$ cat src/rtl/dot_accum.sv
// Saturating signed dot-product accumulator fed by a sequential multiplier's rdy/p outputs.
// Sums N_TERMS products, then holds the result on a valid/ready handshake.
module dot_accum #(
    parameter int N_TERMS = 4,
    parameter int ACC_W   = 24
) (
    input  logic             clk,
    input  logic             reset,
    input  logic             clr,
    input  logic [15:0]      p,
    input  logic             rdy,
    output logic [ACC_W-1:0] sum,
    output logic             sum_valid,
    input  logic             sum_ready,
    output logic [7:0]       term_cnt,
    output logic             ovf,
    output logic             drop
);
    typedef enum logic {ACCUM, HOLD} state_t;

    localparam logic [ACC_W-1:0] SUM_MAX  = {1'b0, {(ACC_W-1){1'b1}}};
    localparam logic [ACC_W-1:0] SUM_MIN  = {1'b1, {(ACC_W-1){1'b0}}};
    localparam logic [7:0]       CNT_LAST = 8'(N_TERMS);

    state_t           state_reg, state_next;
    logic             rdy_q_reg;
    logic [ACC_W-1:0] sum_reg, sum_next;
    logic [7:0]       term_cnt_reg, term_cnt_next;
    logic             ovf_reg, ovf_next;
    logic             drop_reg, drop_next;
    logic             sum_valid_reg;

    logic             acc_en;
    logic [ACC_W:0]   p_ext;
    logic [ACC_W:0]   add_full;
    logic             sat_hi, sat_lo;
    logic [ACC_W-1:0] sum_sat;
    logic [7:0]       cnt_inc;

    assign acc_en = rdy & ~rdy_q_reg;

    // Sign-extend the product to one guard bit above the accumulator width.
    assign p_ext[15:0] = p;
    genvar gi;
    generate
        for (gi = 16; gi <= ACC_W; gi++) begin : g_pext
            assign p_ext[gi] = p[15];
        end
    endgenerate

    // Guard bit disagreeing with the sign bit means the add left the representable range.
    assign add_full = p_ext + {sum_reg[ACC_W-1], sum_reg};
    assign sat_hi   = ~add_full[ACC_W] &  add_full[ACC_W-1];
    assign sat_lo   =  add_full[ACC_W] & ~add_full[ACC_W-1];
    assign sum_sat  = sat_hi ? SUM_MAX : (sat_lo ? SUM_MIN : add_full[ACC_W-1:0]);
    assign cnt_inc  = term_cnt_reg + 8'd1;

    always_comb begin
        state_next    = state_reg;
        sum_next      = sum_reg;
        term_cnt_next = term_cnt_reg;
        ovf_next      = ovf_reg;
        drop_next     = drop_reg;
        if (clr) begin
            state_next    = ACCUM;
            sum_next      = '0;
            term_cnt_next = '0;
            ovf_next      = 1'b0;
            drop_next     = 1'b0;
        end else if (state_reg == HOLD) begin
            if (acc_en) begin
                drop_next = 1'b1;
            end
            if (sum_ready) begin
                state_next    = ACCUM;
                sum_next      = '0;
                term_cnt_next = '0;
                ovf_next      = 1'b0;
            end
        end else if (acc_en) begin
            sum_next      = sum_sat;
            term_cnt_next = cnt_inc;
            ovf_next      = ovf_reg | sat_hi | sat_lo;
            if (cnt_inc == CNT_LAST) begin
                state_next = HOLD;
            end
        end
    end

    always_ff @(posedge clk or negedge reset) begin
        if (!reset) begin
            state_reg     <= ACCUM;
            rdy_q_reg     <= 1'b1;
            sum_reg       <= '0;
            term_cnt_reg  <= '0;
            ovf_reg       <= 1'b0;
            drop_reg      <= 1'b0;
            sum_valid_reg <= 1'b0;
        end else begin
            state_reg     <= state_next;
            rdy_q_reg     <= rdy;
            sum_reg       <= sum_next;
            term_cnt_reg  <= term_cnt_next;
            ovf_reg       <= ovf_next;
            drop_reg      <= drop_next;
            sum_valid_reg <= (state_next == HOLD);
        end
    end

    assign sum       = sum_reg;
    assign sum_valid = sum_valid_reg;
    assign term_cnt  = term_cnt_reg;
    assign ovf       = ovf_reg;
    assign drop      = drop_reg;
endmodule

$ cat config.mk
export PLATFORM = sky130hd
export DESIGN_NAME = dot_accum
export DESIGN_NICKNAME = d
export VERILOG_FILES = /design/src/rtl/dot_accum.sv
export SDC_FILE = /design/constraint.sdc
export NUM_CORES = 1
export LEC_CHECK = 0
export ABC_AREA = 1
export BUFFER_PORTS_ARGS = -buffer_cell sky130_fd_sc_hd__buf_2
export CORE_AREA = 2 2 82 84
export DETAILED_ROUTE_END_ITERATION = 12
export DIE_AREA = 0 0 84 86
export PLACE_DENSITY = 0.8
export SETUP_SLACK_MARGIN = 0.05
export SYNTH_ARGS = -nofsm -noshare
export SYNTH_HDL_FRONTEND = slang
export SYNTH_SLANG_ARGS = --single-unit
$ cat constraint.sdc
create_clock -name clk -period 2.7 [get_ports clk]
set_input_delay 0.54 -clock clk [delete_from_list [all_inputs] [get_ports clk]]
set_output_delay 0.54 -clock clk [all_outputs]
set_load 0.005 [all_outputs]
==> flow_metrics.env, run 1 <==
export IMPL_status="complete, no violations"
export IMPL_sequential_power_share=0.321
export IMPL_final_period_minus_worst_setup_slack_ps=2440
export IMPL_largest_register_ff_count=24
export IMPL_die_width_um=84
export IMPL_final_seq_area_um2=902
export IMPL_area_growth_pct=12.9
export IMPL_crit_fanout=21
export IMPL_num_antenna_cells=0
export IMPL_numClockSinks=36
export IMPL_floorplan_die_height_um=86
export IMPL_fmaxAchievable_ghz=0.410
export IMPL_layout_cells_most_common_list="nand2_1 (151), inv_1 (65), buf_2 (55), nand3_2 (40), dfrtp_1 (35)"
export IMPL_yosys_most_used_dff="dfrtp_1"
export IMPL_num_nets_final=607
export IMPL_aggregate_global_routing_overflow=0
export IMPL_clock_tree_from_tritoncts="done"
export IMPL_cts_htree_levels=2
export IMPL_worst_clock_skew_on_the_final_layout_ps=6.42
export IMPL_synth_seq_area_share=0.254
export IMPL_timing_final_setup_violations=0
export IMPL_ys_types=34
export IMPL_pin_count_of_the_biggest_net_entering_global_routing=37
export IMPL_crit_path_end_kind="register"
export IMPL_timing_setup_critical_path_class="register to register"
export IMPL_net_switching_power_uw=868
export IMPL_synth_area_per_cell_um2=7.11
export IMPL_multi_input_area_um2=2330
export IMPL_dr_pass1_iters=4
export IMPL_postSynthRegisterBits=36
export IMPL_timing_critical_path_required_ps=2920
export IMPL_core_area_um2=6280
export IMPL_rd_place_congestion=0.970
export IMPL_cts_root_buffer="clkbuf_8"
export IMPL_slew_violations=0
export IMPL_worstSetupStartpointType="register"
export IMPL_synth_yosys_warnings=0
export IMPL_drt_total_wl_um=8990
export IMPL_final_setup_slack_of_the_worst_path_ps=262
export IMPL_postCtsSetupRepairBufs=0
export IMPL_clockBufferDepth=2
export IMPL_initial_utilization=0.565
export IMPL_p_sw_frac=0.436
export IMPL_synth_largest_area_cell="dfrtp_1"
export IMPL_finalCoreUtilization=0.638
export IMPL_timing_critical_path_arrival_ps=2660
export IMPL_hold_path_class="input port to register"
export IMPL_cts_bufs_inserted=5
export IMPL_synth_area_um2=3550
export IMPL_worst_setup_path_startpoint="sum[0]"
export IMPL_postCtsHoldBufs=0
export IMPL_first_global_vias=3341
export IMPL_hold_viol=0
export IMPL_dr_total_vias=3445
export IMPL_internal_power_of_the_cells_uw=1120
export IMPL_power_per_cell_area_nw_per_um2=497
export IMPL_layout_commonest_cell="nand2_1"
export IMPL_synthTopCellsByArea="dfrtp_1 (25%), nand2_1 (16%), nand3_2 (11%)"
export IMPL_die_area_um2=7220
export IMPL_placementRows=29
export IMPL_via_per_inst=5.41
export IMPL_io_pins=56
export IMPL_aggregate_negative_setup_slack_ps=0
export IMPL_drc_errors=0
export IMPL_proportion_of_layout_cells_with_a_drive_suffix_above_1=0.263
export IMPL_grt_first_pass_wirelength_um=15300
export IMPL_r2r_start="sum[0]"
export IMPL_synth_cells=499
export IMPL_drt_iter0_markers=247
export IMPL_grt_setup_unrepaired="false"
export IMPL_power_clock_fraction=0.205
export IMPL_nFillCells=589
export IMPL_layout_worst_path_cycle_share=0.903
export IMPL_min_delay_src="rdy"
export IMPL_global_route_usage_total=0.261
export IMPL_routedWlPerCell_um=14.1
export IMPL_insertion_delay_ps=300
export IMPL_ctsResizeCount=0
export IMPL_comb_power_share=0.473
export IMPL_leakage_power_uw=0.00236
export IMPL_antenna_found_initial=0
export IMPL_synth_enable_flop_cells=0
export IMPL_worst_ir_drop_vdd_v=0.000293
export IMPL_synthArstFlopShare=1.00
export IMPL_clock_transition_at_the_registers_of_the_reported_paths_ps=80
export IMPL_dp_worst_setup_slack_ps=47.1
export IMPL_slew_headroom=0.424
export IMPL_ant_nets=0
export IMPL_drv_cap=0
export IMPL_numPortBuffers=55
export IMPL_mappedNetlistNets=547
export IMPL_tightestPinTransition_ps=864
export IMPL_hpwlAfterDp_um=7150
export IMPL_synth_top_area_frac=0.247
## kinds of logic (layout without fill, tap and decap cells)
family,Yosys count,in the layout,share of synthesized area
buffers and inverters,74,135,0.0899
flip-flops,36,36,0.254
adder cells (fa/ha/maj),27,27,0.0973
XOR/XNOR,16,16,0.0395
AO/OA/AOI/OAI,57,57,0.0913
AND/OR/NAND/NOR,289,289,0.428
## per-layer routing
metal,vias up,GRT usage,part of all wire,wire length [um]
met5,-,0,0,0
met4,0,0.0543,0.014,128
met3,9,0.0395,0.045,405
met2,77,0.476,0.50,4480
met1,1617,0.329,0.44,3970
li1,1742,-,-,-
## worst max-delay path: stages (launching register included)
cell     delay, ps
dfrtp_1        370
ha_1           210
inv_1           80
fa_1           420
inv_1           90
nand2_1         60
nand2_1         60
nand3_1         70
nand2_2        120
nand2_2         80
nand3_2         80
nand2_1         60
nand2_2        100
nand3_4        340
nand3_2        200
## path summary, 6_finish.rpt
kind,end,cells after the start,slack (ps)
min reg2reg,drop,2,520
min in group asynchronous,sum[13],1,350
min,rdy_q_reg,1,340
max,sum[11],14,260
max in group asynchronous,sum[5],1,1810
max reg2reg,sum[11],14,260
## cell usage after synthesis, types with 3 or more instances
| master | n |
|---|---|
| nand2_1 | 151 |
| inv_1 | 65 |
| nand3_2 | 40 |
| dfrtp_1 | 35 |
| a21oi_1 | 28 |
| ha_1 | 26 |
| nor2_1 | 23 |
| nand3_1 | 21 |
| nand2_2 | 19 |
| xor2_1 | 14 |
| o21ai_0 | 13 |
| nand4_1 | 10 |
| nor2_2 | 9 |
| o21bai_1 | 9 |
| buf_6 | 4 |
| nor3_1 | 4 |
| o22ai_1 | 4 |
| buf_2 | 3 |
## area by class of cell
type / instances / area share
multi-input combinational: 389 / 0.582
sequential: 36 / 0.225
timing repair buffer: 62 / 0.0849
inverter: 65 / 0.0609
tap: 77 / 0.0240
clock buffer: 5 / 0.0172
clock inverter: 3 / 0.00593
## per-stage QoR
stage | hold WS (ps) | std cells | total power [uW] | area, um2
finish | 340 | 637 | 1990 | 4010
floorplan | 244 | 499 | 1340 | 3550
CTS | 335 | 637 | 2000 | 4010
global route | 330 | 637 | 2140 | 4010
global placement | 489 | 629 | 1560 | 3920
detailed placement | 512 | 629 | 1590 | 3920
## power groups by stage
| stage | combinational, uW | clock (uW) | sequential (uW) |
|---|---|---|---|
| floorplan | 687 | 0 | 649 |
| global placement | 917 | 0 | 647 |
| detailed placement | 937 | 0 | 652 |
| CTS | 941 | 414 | 641 |
| global route | 1050 | 440 | 649 |
| finish | 943 | 409 | 641 |
(Power assumes the default switching activity.)
==> run 2, diff against run 1 <==
--- a/config.mk
+++ b/config.mk
@@ -7,10 +7,10 @@
 export LEC_CHECK = 0
 export ABC_AREA = 1
 export BUFFER_PORTS_ARGS = -buffer_cell sky130_fd_sc_hd__buf_2
-export CORE_AREA = 2 2 82 84
+export CORE_AREA = 2 2 83 85
 export DETAILED_ROUTE_END_ITERATION = 12
-export DIE_AREA = 0 0 84 86
-export PLACE_DENSITY = 0.8
+export DIE_AREA = 0 0 85 87
+export PLACE_DENSITY = 0.79
 export SETUP_SLACK_MARGIN = 0.05
 export SYNTH_ARGS = -nofsm -noshare
 export SYNTH_HDL_FRONTEND = slang
==> flow_metrics.env, run 2 (synthesized netlist as in run 1, its figures left out) <==
export IMPL_status="complete, no violations"
export IMPL_die_width_um=85
export IMPL_pin_count_of_the_biggest_net_entering_global_routing=37
export IMPL_whs_ps=332
export IMPL_hold_viol=0
export IMPL_timing_final_setup_violations=0
export IMPL_initial_utilization=0.540
export IMPL_largest_register_ff_count=24
export IMPL_slew_headroom=0.453
export IMPL_tightestPinTransition_ps=820
export IMPL_clock_transition_at_the_registers_of_the_reported_paths_ps=80
export IMPL_antenna_found_initial=0
export IMPL_core_area_um2=6570
export IMPL_drc_errors=0
export IMPL_clockBufferDepth=2
export IMPL_crit_fanout=21
export IMPL_proportion_of_layout_cells_with_a_drive_suffix_above_1=0.263
export IMPL_layout_cells_most_common_list="nand2_1 (151), inv_1 (65), buf_2 (55), nand3_2 (40), dfrtp_1 (35)"
export IMPL_grt_busiest_layer="met2"
export IMPL_hold_path_class="input port to async pin"
export IMPL_io_pins=56
export IMPL_layout_worst_path_cycle_share=0.917
export IMPL_drv_cap=0
export IMPL_crit_path_end_kind="register"
export IMPL_placementRows=30
export IMPL_drt_iter0_markers=246
export IMPL_grt_first_pass_wirelength_um=15300
export IMPL_global_route_usage_total=0.256
export IMPL_postCtsHoldBufs=0
export IMPL_worst_ir_drop_vdd_v=0.000263
export IMPL_floorplan_die_height_um=87
export IMPL_r2r_worst_path_depth=14
export IMPL_routedWlPerCell_um=14.0
export IMPL_numClockSinks=36
export IMPL_grt_setup_unrepaired="true"
export IMPL_use_met1=0.327
export IMPL_cts_root_buffer="clkbuf_8"
export IMPL_worstSetupStartpointType="register"
export IMPL_clock_tree_from_tritoncts="done"
export IMPL_slew_violations=0
export IMPL_first_global_vias=3348
export IMPL_worst_clock_skew_on_the_final_layout_ps=4.76
export IMPL_timing_setup_critical_path_class="register to register"
export IMPL_dr_pass1_iters=4
export IMPL_crit_path_cell_trace="ha_1 -> inv_1 -> fa_1 -> inv_1 -> nand2_1 -> nand2_1 -> nand3_1 -> nand2_2 -> nand2_2 -> nand3_2 -> nand2_1 -> nand2_2 -> nand3_4 -> nand3_1"
export IMPL_timing_critical_path_required_ps=2920
export IMPL_num_antenna_cells=0
export IMPL_power_per_cell_area_nw_per_um2=514
export IMPL_fmaxAchievable_ghz=0.404
export IMPL_final_period_minus_worst_setup_slack_ps=2480
export IMPL_grt_met3_usage=0.0370
export IMPL_cts_bufs_inserted=5
export IMPL_num_nets_final=607
export IMPL_drt_total_wl_um=8960
export IMPL_dr_total_vias=3473
export IMPL_design_power_total_uw=2070
export IMPL_die_area_um2=7400
export IMPL_aggregate_global_routing_overflow=0
export IMPL_nFillCells=603
export IMPL_hpwlAfterDp_um=7130
export IMPL_timing_critical_path_arrival_ps=2700
export IMPL_area_growth_pct=13.5
export IMPL_numPortBuffers=55
export IMPL_leakage_power_uw=0.00238
export IMPL_worst_path_max_delay_cell="fa_1"
export IMPL_via_per_inst=5.43
export IMPL_ant_nets=0
export IMPL_timing_critical_path_slowest_cell_delay_ps=420
export IMPL_gr_usage_met2=0.444
export IMPL_insertion_delay_ps=300
export IMPL_cts_htree_levels=2
export IMPL_ctsResizeCount=0
export IMPL_rd_place_congestion=1.02
export IMPL_layout_commonest_cell="nand2_1"
export IMPL_postCtsSetupRepairBufs=0
==> run 2: changes by cell type in the layout (fill, tap and decap cells not counted), sizes merged <==
cell | before | now
bufinv | 0 | 1
clkinvlp | 2 | 1
==> run 2: critical path, delay by kind of cell, from the launching register on <==
kind,cells,cell delay [ps]
and+or+nand+nor,10,1210
adders and majority gates,2,630
DFF,1,380
buffers and inverters,2,180
==> run 2: report_power, final <==
group | leakage [uW] | switching [uW] | internal (uW)
clock | 0.0000541 | 220 | 274
combinational | 0.00183 | 594 | 346
sequential | 0.000487 | 45.9 | 594
==> run 2: final cells by class <==
| class | instances | area, um2 | share of cell area |
|---|---|---|---|
| Tap cell | 80 | 100 | 0.0248 |
| Multi-Input combinational cell | 389 | 2330 | 0.579 |
| Clock buffer | 5 | 68.8 | 0.0171 |
| Inverter | 65 | 244 | 0.0605 |
| Timing Repair Buffer | 62 | 340 | 0.0844 |
| Clock inverter | 3 | 42.5 | 0.0106 |
| Sequential cell | 36 | 902 | 0.224 |
==> run 2: path summary, 6_finish.rpt <==
kind                             start         to  slack (ps)
min in group clk                   rdy  rdy_q_reg         340
worst max-delay path            sum[0]     sum[6]         220
worst min register to register    drop       drop         520
max in group asynchronous        reset     sum[6]        1850
worst max register to register  sum[0]     sum[6]         220
worst min-delay path             reset    sum[10]         330
==> run 2: metrics by stage <==
stage | util | instance area, um2 | setup TNS, ps | instances | worst slack, ps
finish | 0.614 | 4030 | 0 | 640 | 223
global route | 0.614 | 4030 | 0 | 640 | 25.5
CTS | 0.614 | 4030 | 0 | 640 | 201
detailed placement | 0.597 | 3920 | -193 | 632 | -35.0
global placement | 0.597 | 3920 | 0 | 632 | 103
floorplan | - | 3550 | 0 | 499 | 489
==> run 2: per-layer routing <==
layer  part of all wire  wire (um)  vias up
met2               0.48       4340       87
met1               0.45       4000     1624
li1                   -          -     1744
met5                  0          0        -
met4              0.021        191        0
met3              0.048        430       18
